==> config.mk <==
export PLATFORM = sky130hd
export DESIGN_NAME = dmem_burst_reader_flat
export DESIGN_NICKNAME = d
export VERILOG_FILES = /design/src/rtl/dmem_burst_reader_if.sv /design/src/rtl/dmem_burst_reader.sv /design/src/flat_wrapper.sv
export SDC_FILE = /design/constraint.sdc
export NUM_CORES = 1
export LEC_CHECK = 0
export CORE_MARGIN = 1.5
export CORE_UTILIZATION = 40
export CTS_BUF_LIST = sky130_fd_sc_hd__clkbuf_4 sky130_fd_sc_hd__clkbuf_8
export CTS_CLUSTER_DIAMETER = 100
export DETAILED_ROUTE_END_ITERATION = 12
export PLACE_DENSITY = 0.73
export SLEW_MARGIN = 20
export SYNTH_ARGS = -nofsm -noshare
export SYNTH_HDL_FRONTEND = slang
export SYNTH_SLANG_ARGS = --single-unit
==> constraint.sdc <==
create_clock -name i_CLK -period 4 [get_ports i_CLK]
set_clock_uncertainty 0.1 [all_clocks]
set_input_delay 0.4 -clock i_CLK [delete_from_list [all_inputs] [get_ports i_CLK]]
set_output_delay 0.4 -clock i_CLK [all_outputs]
set_load 0.05 [all_outputs]
==> src/rtl/dmem_burst_reader_if.sv <==
// dmem_burst_reader_if: groups the command, memory-port and stream signals of
// dmem_burst_reader.
//   command : i_START, i_BASE, i_COUNT -> o_BUSY, o_DONE
//   memory  : o_MEM_ADDR -> i_MEM_RDATA0..7 (words at addr+0..+7, one cycle later)
//   stream  : o_TDATA, o_TVALID, o_TLAST, i_TREADY
// Modport master is the reader itself; slave is the surrounding environment.
interface dmem_burst_reader_if #(
  parameter int data_width = 32,
  parameter int addr_width = 15
);
  logic                  i_START;
  logic [addr_width-1:0] i_BASE;
  logic [addr_width:0]   i_COUNT;
  logic                  o_BUSY;
  logic                  o_DONE;
  logic [addr_width-1:0] o_MEM_ADDR;
  logic [data_width-1:0] i_MEM_RDATA0, i_MEM_RDATA1, i_MEM_RDATA2, i_MEM_RDATA3;
  logic [data_width-1:0] i_MEM_RDATA4, i_MEM_RDATA5, i_MEM_RDATA6, i_MEM_RDATA7;
  logic [data_width-1:0] o_TDATA;
  logic                  o_TVALID;
  logic                  i_TREADY;
  logic                  o_TLAST;

  modport master (
    input  i_START, i_BASE, i_COUNT, i_TREADY,
    input  i_MEM_RDATA0, i_MEM_RDATA1, i_MEM_RDATA2, i_MEM_RDATA3,
    input  i_MEM_RDATA4, i_MEM_RDATA5, i_MEM_RDATA6, i_MEM_RDATA7,
    output o_BUSY, o_DONE, o_MEM_ADDR, o_TDATA, o_TVALID, o_TLAST
  );

  modport slave (
    output i_START, i_BASE, i_COUNT, i_TREADY,
    output i_MEM_RDATA0, i_MEM_RDATA1, i_MEM_RDATA2, i_MEM_RDATA3,
    output i_MEM_RDATA4, i_MEM_RDATA5, i_MEM_RDATA6, i_MEM_RDATA7,
    input  o_BUSY, o_DONE, o_MEM_ADDR, o_TDATA, o_TVALID, o_TLAST
  );
endinterface

==> src/rtl/dmem_burst_reader.sv <==
// dmem_burst_reader: reads i_COUNT words starting at i_BASE from an 8-wide
// synchronous data memory, one line per access, and replays them one word per
// cycle on a valid/ready stream.
//   i_CLK  : clock (shared with the memory read port)
//   i_RSTN : synchronous active-low reset
//   bus    : command, memory-port and stream signals (dmem_burst_reader_if)
// Line flow: ISSUE (memory samples o_MEM_ADDR) -> WAIT (capture n words) ->
// DRAIN (n beats) -> ISSUE of the next line, or FIN when the count is exhausted.
module dmem_burst_reader #(
  parameter int data_width = 32,
  parameter int addr_width = 15
) (
  input  logic                 i_CLK,
  input  logic                 i_RSTN,
  dmem_burst_reader_if.master  bus
);

  typedef enum logic [2:0] {IDLE, ISSUE, WAIT, DRAIN, FIN} state_t;

  // Number of words in memory, one bit wider than an address.
  localparam logic [addr_width:0] MEM_WORDS = {1'b1, {addr_width{1'b0}}};

  state_t                          state_q, state_d;
  logic [addr_width-1:0]           addr_q;
  logic [addr_width:0]             rem_q;
  logic [3:0]                      n_q;
  logic [2:0]                      idx_q;
  logic [addr_width-1:0]           mem_addr_q;
  logic [7:0][data_width-1:0]      line_q;
  logic [7:0][data_width-1:0]      rdata;

  logic [addr_width:0]             space;
  logic [addr_width:0]             n_lim;
  logic [3:0]                      n_calc;
  logic                            hs;
  logic                            line_end;
  logic [addr_width-1:0]           next_addr;

  assign rdata = {bus.i_MEM_RDATA7, bus.i_MEM_RDATA6, bus.i_MEM_RDATA5, bus.i_MEM_RDATA4,
                  bus.i_MEM_RDATA3, bus.i_MEM_RDATA2, bus.i_MEM_RDATA1, bus.i_MEM_RDATA0};

  // Words left before the top of memory: a line never runs past the last word,
  // so the tail of a wrapping transfer is split into a short line plus a line at 0.
  assign space     = MEM_WORDS - {1'b0, addr_q};
  assign n_lim     = (rem_q < space) ? rem_q : space;
  assign n_calc    = (n_lim < 8) ? n_lim[3:0] : 4'd8;
  assign hs        = (state_q == DRAIN) && bus.i_TREADY;
  assign line_end  = ({1'b0, idx_q} == (n_q - 4'd1));
  assign next_addr = addr_q + addr_width'(n_q);

  always_comb begin
    state_d = state_q;
    case (state_q)
      IDLE:    if (bus.i_START) state_d = (bus.i_COUNT != '0) ? ISSUE : FIN;
      ISSUE:   state_d = WAIT;
      WAIT:    state_d = DRAIN;
      DRAIN:   if (hs && line_end) state_d = (rem_q == 1) ? FIN : ISSUE;
      FIN:     state_d = IDLE;
      default: state_d = IDLE;
    endcase
  end

  always_ff @(posedge i_CLK) begin
    if (!i_RSTN) begin
      state_q    <= IDLE;
      addr_q     <= '0;
      rem_q      <= '0;
      n_q        <= '0;
      idx_q      <= '0;
      mem_addr_q <= '0;
      line_q     <= '0;
    end else begin
      state_q <= state_d;
      case (state_q)
        IDLE: if (bus.i_START && bus.i_COUNT != '0) begin
          addr_q     <= bus.i_BASE;
          rem_q      <= bus.i_COUNT;
          mem_addr_q <= bus.i_BASE;
        end
        ISSUE: n_q <= n_calc;
        WAIT: begin
          // Only the n valid words are kept; lanes past the line end are dropped.
          for (int k = 0; k < 8; k++)
            if (4'(k) < n_q) line_q[k] <= rdata[k];
          idx_q <= '0;
        end
        DRAIN: if (hs) begin
          idx_q <= idx_q + 3'd1;
          rem_q <= rem_q - 1'b1;
          if (line_end && rem_q != 1) begin
            addr_q     <= next_addr;
            mem_addr_q <= next_addr;
          end
        end
        default: ;
      endcase
    end
  end

  // Stream outputs come straight from registered state, so they hold while stalled.
  assign bus.o_BUSY     = (state_q != IDLE);
  assign bus.o_DONE     = (state_q == FIN);
  assign bus.o_TVALID   = (state_q == DRAIN);
  assign bus.o_TLAST    = (state_q == DRAIN) && (rem_q == 1);
  assign bus.o_TDATA    = (state_q == DRAIN) ? line_q[idx_q] : '0;
  assign bus.o_MEM_ADDR = mem_addr_q;

endmodule

==> src/flat_wrapper.sv <==
// flat-port wrapper written by rule: the top's interface ports become plain ports
module dmem_burst_reader_flat 
#(
  parameter int data_width = 32,
  parameter int addr_width = 15
)
  (i_CLK, i_RSTN, bus_i_START, bus_i_BASE, bus_i_COUNT, bus_i_TREADY, bus_i_MEM_RDATA0, bus_i_MEM_RDATA1, bus_i_MEM_RDATA2, bus_i_MEM_RDATA3, bus_i_MEM_RDATA4, bus_i_MEM_RDATA5, bus_i_MEM_RDATA6, bus_i_MEM_RDATA7, bus_o_BUSY, bus_o_DONE, bus_o_MEM_ADDR, bus_o_TDATA, bus_o_TVALID, bus_o_TLAST);
  dmem_burst_reader_if #(.data_width(data_width), .addr_width(addr_width)) bus_i ();
  input  logic i_CLK;
  input  logic i_RSTN;
  input wire logic [$bits(bus_i.i_START)-1:0] bus_i_START;
  input wire logic [$bits(bus_i.i_BASE)-1:0] bus_i_BASE;
  input wire logic [$bits(bus_i.i_COUNT)-1:0] bus_i_COUNT;
  input wire logic [$bits(bus_i.i_TREADY)-1:0] bus_i_TREADY;
  input wire logic [$bits(bus_i.i_MEM_RDATA0)-1:0] bus_i_MEM_RDATA0;
  input wire logic [$bits(bus_i.i_MEM_RDATA1)-1:0] bus_i_MEM_RDATA1;
  input wire logic [$bits(bus_i.i_MEM_RDATA2)-1:0] bus_i_MEM_RDATA2;
  input wire logic [$bits(bus_i.i_MEM_RDATA3)-1:0] bus_i_MEM_RDATA3;
  input wire logic [$bits(bus_i.i_MEM_RDATA4)-1:0] bus_i_MEM_RDATA4;
  input wire logic [$bits(bus_i.i_MEM_RDATA5)-1:0] bus_i_MEM_RDATA5;
  input wire logic [$bits(bus_i.i_MEM_RDATA6)-1:0] bus_i_MEM_RDATA6;
  input wire logic [$bits(bus_i.i_MEM_RDATA7)-1:0] bus_i_MEM_RDATA7;
  output wire logic [$bits(bus_i.o_BUSY)-1:0] bus_o_BUSY;
  output wire logic [$bits(bus_i.o_DONE)-1:0] bus_o_DONE;
  output wire logic [$bits(bus_i.o_MEM_ADDR)-1:0] bus_o_MEM_ADDR;
  output wire logic [$bits(bus_i.o_TDATA)-1:0] bus_o_TDATA;
  output wire logic [$bits(bus_i.o_TVALID)-1:0] bus_o_TVALID;
  output wire logic [$bits(bus_i.o_TLAST)-1:0] bus_o_TLAST;
  assign bus_i.i_START = bus_i_START;
  assign bus_i.i_BASE = bus_i_BASE;
  assign bus_i.i_COUNT = bus_i_COUNT;
  assign bus_i.i_TREADY = bus_i_TREADY;
  assign bus_i.i_MEM_RDATA0 = bus_i_MEM_RDATA0;
  assign bus_i.i_MEM_RDATA1 = bus_i_MEM_RDATA1;
  assign bus_i.i_MEM_RDATA2 = bus_i_MEM_RDATA2;
  assign bus_i.i_MEM_RDATA3 = bus_i_MEM_RDATA3;
  assign bus_i.i_MEM_RDATA4 = bus_i_MEM_RDATA4;
  assign bus_i.i_MEM_RDATA5 = bus_i_MEM_RDATA5;
  assign bus_i.i_MEM_RDATA6 = bus_i_MEM_RDATA6;
  assign bus_i.i_MEM_RDATA7 = bus_i_MEM_RDATA7;
  assign bus_o_BUSY = bus_i.o_BUSY;
  assign bus_o_DONE = bus_i.o_DONE;
  assign bus_o_MEM_ADDR = bus_i.o_MEM_ADDR;
  assign bus_o_TDATA = bus_i.o_TDATA;
  assign bus_o_TVALID = bus_i.o_TVALID;
  assign bus_o_TLAST = bus_i.o_TLAST;
  dmem_burst_reader #(.data_width(data_width), .addr_width(addr_width)) u_core (.i_CLK(i_CLK), .i_RSTN(i_RSTN), .bus(bus_i));
endmodule
# Word-level counts from Yosys, hierarchy flattened
# Index checks and enable logic that the tools add are counted.
[totals] memories=0 latch_bits=0 romBits=0 ramBits=0 reg_bits=297
[op_classes] n_mux=19 eq_ne=12 mul=0 n_reduce_logical=22 n_shift=0 div=0 order_cmp=11 n_bitwise=0 add_sub_neg=5
[op_table] op="$bmux W32 S3" n=1
[op_table] op="$mux W32" n=2
[op_table] op="$mux W16" n=3
[op_table] op="$mux W15" n=3
[op_table] op="$pmux W16 S2" n=1
[op_table] op="$pmux W15 S2" n=1
[op_table] op="$reduce_and A2 Y1" n=10
[op_table] op="$eq A16 B1 Y1 const B" n=1
[op_table] op="$lt A16 B16 Y1" n=1
[op_table] op="$lt A16 B4 Y1 const B" n=1
[op_table] op="$lt A3 B4 Y1 const A" n=4
[op_table] op="$ne A16 B1 Y1 const B" n=1
[op_table] op="$reduce_bool A16 Y1" n=1
[op_table] op="$sub A16 B1 Y16 const B" n=1
[op_table] op="$sub A16 B15 Y16 const A" n=1
[op_table] op="$add A15 B4 Y15" n=1
[op_table] op="$mux W3" n=5
[op_table] op="$pmux W3 S4" n=1
[op_table] op="$lt A1 B4 Y1 const A" n=2
[op_table] op="$lt A2 B4 Y1 const A" n=2
[op_table] op="$ne A2 B1 Y1 const B" n=4
[op_table] op="$eq A3 B2 Y1 const B" n=2
[op_table] op="$pmux W3 S2" n=1
[op_table] op="$logic_and A1 B1 Y1" n=5
[op_table] op="13 further kinds" n=14

# Logic depth before layout (Yosys ltp)
[depth] ltp_word=6 depth_mapped=14 mapped_depth_nobuf=13

# Least setup slack after synthesis
# OpenSTA, ideal clock, no wires.
[synth_timing] path_kind="reg-to-reg" startpoint="reg, netlist name u_core.bus.o_MEM_ADDR[1]" endpoint="reg u_core.n_q[0]" required_time_ps=3784 path_buffers=1 t_arrival_ps=3402 path_stages_with_launch=14 path_slack_ps=382 period_less_slack_ps=3618 setup_time_ps=116 cell_sequence="dfxtp_1 -> inv_1 -> ha_1 -> or3b_1 -> buf_4 -> nor4_2 -> nand2_1 -> xnor2_1 -> ha_1 -> a21o_1 -> a221o_1 -> a31o_2 -> and4_4 -> a31o_1"
[synth_lines] element="end signal, assigned" line="dmem_burst_reader.sv:80" text="ISSUE: n_q <= n_calc;"
[synth_lines] element="end, declared" line="dmem_burst_reader.sv:26" text="logic [3:0] n_q;"

# Worst setup path in the final report
[layout_timing] startpoint="reg u_core.idx_q[0]" endpoint="out bus_o_TDATA[21]"
[layout_between] elab_chain_cells=3
[layout_lines] element="start, declared" line="dmem_burst_reader.sv:27" text="logic [2:0] idx_q;"
[layout_lines] element="start signal, assigned" line="dmem_burst_reader.sv:88" text="idx_q <= idx_q + 3'd1;"
[layout_lines] element="$bmux W32 S3" line="dmem_burst_reader.sv:105" text="assign bus.o_TDATA = (state_q == DRAIN) ? line_q[idx_q] : '0;"
[layout_lines] element="$mux W32 (not written as such)" line="dmem_burst_reader.sv:105"
[layout_lines] element="$mux W32" line="dmem_burst_reader.sv:105"
[layout_lines] element="end, declared" line="flat_wrapper.sv:26" text="output wire logic [$bits(bus_i.o_TDATA)-1:0] bus_o_TDATA;"
# No other way between the ends. The select of a mux whose other input is x is not followed.

==> impl_metrics.json <==
{
  "power_density_nw_per_um2": 385,
  "reg2reg_slack_ns": 0.51,
  "io_pins": 342,
  "clockBufferDepth": 3,
  "yosys_warnings": 0,
  "cp_cell_sequence": "buf_12, mux4_2, mux2i_1, nor2_1, clkdlybuf4s50_1",
  "avgSynthCellArea_um2": 8.13,
  "synth-seq-area-share": 0.418,
  "path_clk_slew_ns": 0.07,
  "min_delay_worst_endpoint": "u_core.line_q[192]$_SDFFE_PN0P_",
  "clock-sinks": 297,
  "synth_nets": 2068,
  "cts-root-buf": "clkbuf_8",
  "gp_congestion": 0.871,
  "synth_ff_type": "dfxtp_1",
  "clk_latency_ns": 0.57,
  "slowest_stage": "dfxtp_4",
  "area_growth_pct": 34.9,
  "hp-start": "bus_i_MEM_RDATA6[0]",
  "synth_area_um2": 14200,
  "r2r_start": "u_core.bus.o_MEM_ADDR[0]$_SDFFE_PN0P_",
  "mostFrequentLayoutCell": "nand2_1",
  "hold_depth": 3,
  "path_class": "register to output port",
  "grt_max_degree": 115,
  "fin_tns_setup_ns": 0,
  "ys_seq_elements": 297,
  "report.final.hold_viol_count": 0,
  "numPortBuffers": 341,
  "postPlaceCellArea_um2": 18000,
  "layout_common_cells": "564 x nand2_1, 341 x clkdlybuf4s50_1, 295 x a21oi_1",
  "p_sw_w": 0.00208,
  "ctsHoldBuffers": 0,
  "p_clk_frac": 0.401,
  "rsz0062_at_grt": "false",
  "internal-power_w": 0.00531,
  "synthSimpleGateAreaFrac": 0.210,
  "wl_um": 50600,
  "p_total_w": 0.00739,
  "htree_levels": 2,
  "slew_headroom": 0.293,
  "postCtsSetupBuffers": 0,
  "fp.dieH_um": 192,
  "vdd_drop_max_v": 0.000222,
  "slew_violations": 0,
  "synth_edf_count": 0,
  "r2r_end": "u_core.n_q[2]$_SDFFE_PN0P_",
  "synth_xor_area_frac": 0.0121,
  "fin_crit_ns": 3.76,
  "synthMuxAreaShare": 0.126,
  "cp_num_buf_inv": 2,
  "dieArea_um2": 36700,
  "drtIter0Drc": 948,
  "gr-total-overflow": 0,
  "async_reset_ff_frac": 0,
  "die_w_um": 192,
  "rows": 68,
  "arrival_ns": 3.26,
  "synthDistinctLibCells": 72,
  "grt_pass1_vias": 13744,
  "core_area_um2": 34800,
  "cts_tree": "done",
  "cap_viol_max_count": 0,
  "setup_viol": 0,
  "synth_compound_area_frac": 0.167,
  "post-dp-hpwl_um": 34100,
  "stdcell_area_um2": 19200,
  "cp-end-kind": "output port",
  "leakagePower_nw": 6.42,
  "synth_cells": 1750,
  "path_delay_family": "buffers and inverters",
  "grt_pass1_wl_um": 75900,
  "via_per_inst": 5.58,
  "swShare": 0.281,
  "cts_buffers": 50,
  "synthAdderAreaFrac": 0.0243,
  "max_slew.worst_pin.slew_ns": 1.06,
  "post_drt_wl_per_cell_um": 20.0,
  "antenna_found_initial": 3,
  "antenna_left": 0,
  "fmax_mhz": 266,
  "max_stage_delay_ns": 0.79,
  "min_path_type": "input pin to register",
  "vias": 14117,
  "final_layout_size_suffix_gt1_frac": 0.104,
  "power_frac_comb": 0.170,
  "synth_top_family_by_area": "simple AND/OR/NAND/NOR gates",
  "period_share": 0.939,
  "start_util": 0.409,
  "startpoint_type": "register",
  "drc": 0,
  "path_max_fanout": 32,
  "fin_nets": 2351,
  "fillers": 3190,
  "grt_usage": 0.268,
  "cp_data_required_time_ns": 3.50,
  "drt_first_pass_iters": 5,
  "reg2regPathDepth": 11,
  "status": "finished clean",
  "cts.repair.resized": 0,
  "seqPwrFrac": 0.429
}
==> through the flow <==
step,instances,util,hold WS [ns],worst slack (ns)
after global placement,2434,0.518,0.339,0.595
after floorplan,1750,-,0.333,0.382
after global routing,2529,0.551,0.243,0.0299
after CTS,2525,0.550,0.219,0.185
final,2531,0.551,0.256,0.243
after detailed placement,2435,0.518,0.345,0.544
==> worst max path at each step <==
| stage | from | endpoint | cells past startpoint |
|---|---|---|---|
| final | u_core.idx_q[0]$_SDFFE_PN0P_ | bus_o_TDATA[21] | 5 |
| after detailed placement | u_core.bus.o_MEM_ADDR[1]$_SDFFE_PN0P_ | u_core.n_q[2]$_SDFFE_PN0P_ | 13 |
| after global routing | u_core.idx_q[0]$_SDFFE_PN0P_ | bus_o_TDATA[27] | 5 |
| after CTS | u_core.idx_q[0]$_SDFFE_PN0P_ | bus_o_TDATA[21] | 5 |
| after floorplan | u_core.bus.o_MEM_ADDR[1]$_SDFFE_PN0P_ | u_core.n_q[0]$_SDFFE_PN0P_ | 13 |
| after global placement | u_core.bus.o_MEM_ADDR[1]$_SDFFE_PN0P_ | u_core.n_q[0]$_SDFFE_PN0P_ | 13 |
==> cell type report <==
cell class,count,area [um2],share of cell area
Antenna cell,5,12.5,0.000652
Clock buffer,80,1010,0.0528
Clock inverter,10,95.1,0.00496
Inverter,20,82.6,0.00430
Multi-Input combinational cell,1299,7770,0.405
Sequential cell,297,5950,0.310
Tap cell,455,569,0.0297
Timing Repair Buffer,365,3700,0.193
==> state kept, by name, summed over array words and instances, names as in the netlist <==
register,flops
u_core.line_q,256
u_core.rem_q,16
u_core.bus.o_MEM_ADDR,15
u_core.n_q,4
u_core.idx_q,3
u_core.state_q,3
==> metal layers <==
| layer | track usage | vias to the layer above | routed length [um] |
|---|---|---|---|
| li1 | - | 6609 | - |
| met1 | 0.351 | 6813 | 21500 |
| met2 | 0.443 | 590 | 23900 |
| met3 | 0.0387 | 105 | 3510 |
| met4 | 0.110 | 0 | 1730 |
| met5 | 0 | - | 0 |
==> kinds of logic (layout without fill, tap and decap cells) <==
kind of cell    count (synthesis)  in the layout
flops                         297            297
other cells                     0              5
fa+ha+maj                      27             27
compound gates                418            418
simple gates                  737            737
xor+xnor                       18             18
buf+inv                       154            475
mux                            99             99
==> tightest hold or removal path, delay by kind of cell <==
family          cells  cell delay [ns]
compound gates      1             0.05
simple gates        1             0.06
buf+inv             1             0.39
==> power by group through the flow <==
stage	clock network, W	logic (W)	registers [W]
2_1_floorplan	0	0.000655	0.00322
3_3_place_gp	0	0.00122	0.00322
3_5_place_dp	0	0.00124	0.00323
4_1_cts	0.00300	0.00124	0.00317
5_1_grt	0.00312	0.00136	0.00318
6_report	0.00296	0.00125	0.00317
==> cell usage after synthesis (all sizes together), types with 4 or more instances <==
cell type,count,area [um2]
a2111oi,7,67.6
a211oi,9,67.6
a21o,4,30.0
a21oi,297,1490
a22oi,5,37.5
a31o,7,61.3
a31oi,5,31.3
and2,6,37.5
and3,4,25.0
buf,22,121
clkbuf,112,422
dfxtp,297,5950
ha,26,325
inv,19,71.3
mux2i,35,350
mux4,64,1440
nand2,566,2120
nand2b,7,43.8
nand3,13,65.1
nor2,83,312
nor3,18,90.1
nor4,12,81.3
o21ai,39,206
o311ai,5,43.8
o31ai,12,90.1
or2,6,37.5
or3,4,25.0
xnor2,11,96.3
xor2,6,52.6
(Power assumes the default switching activity.)
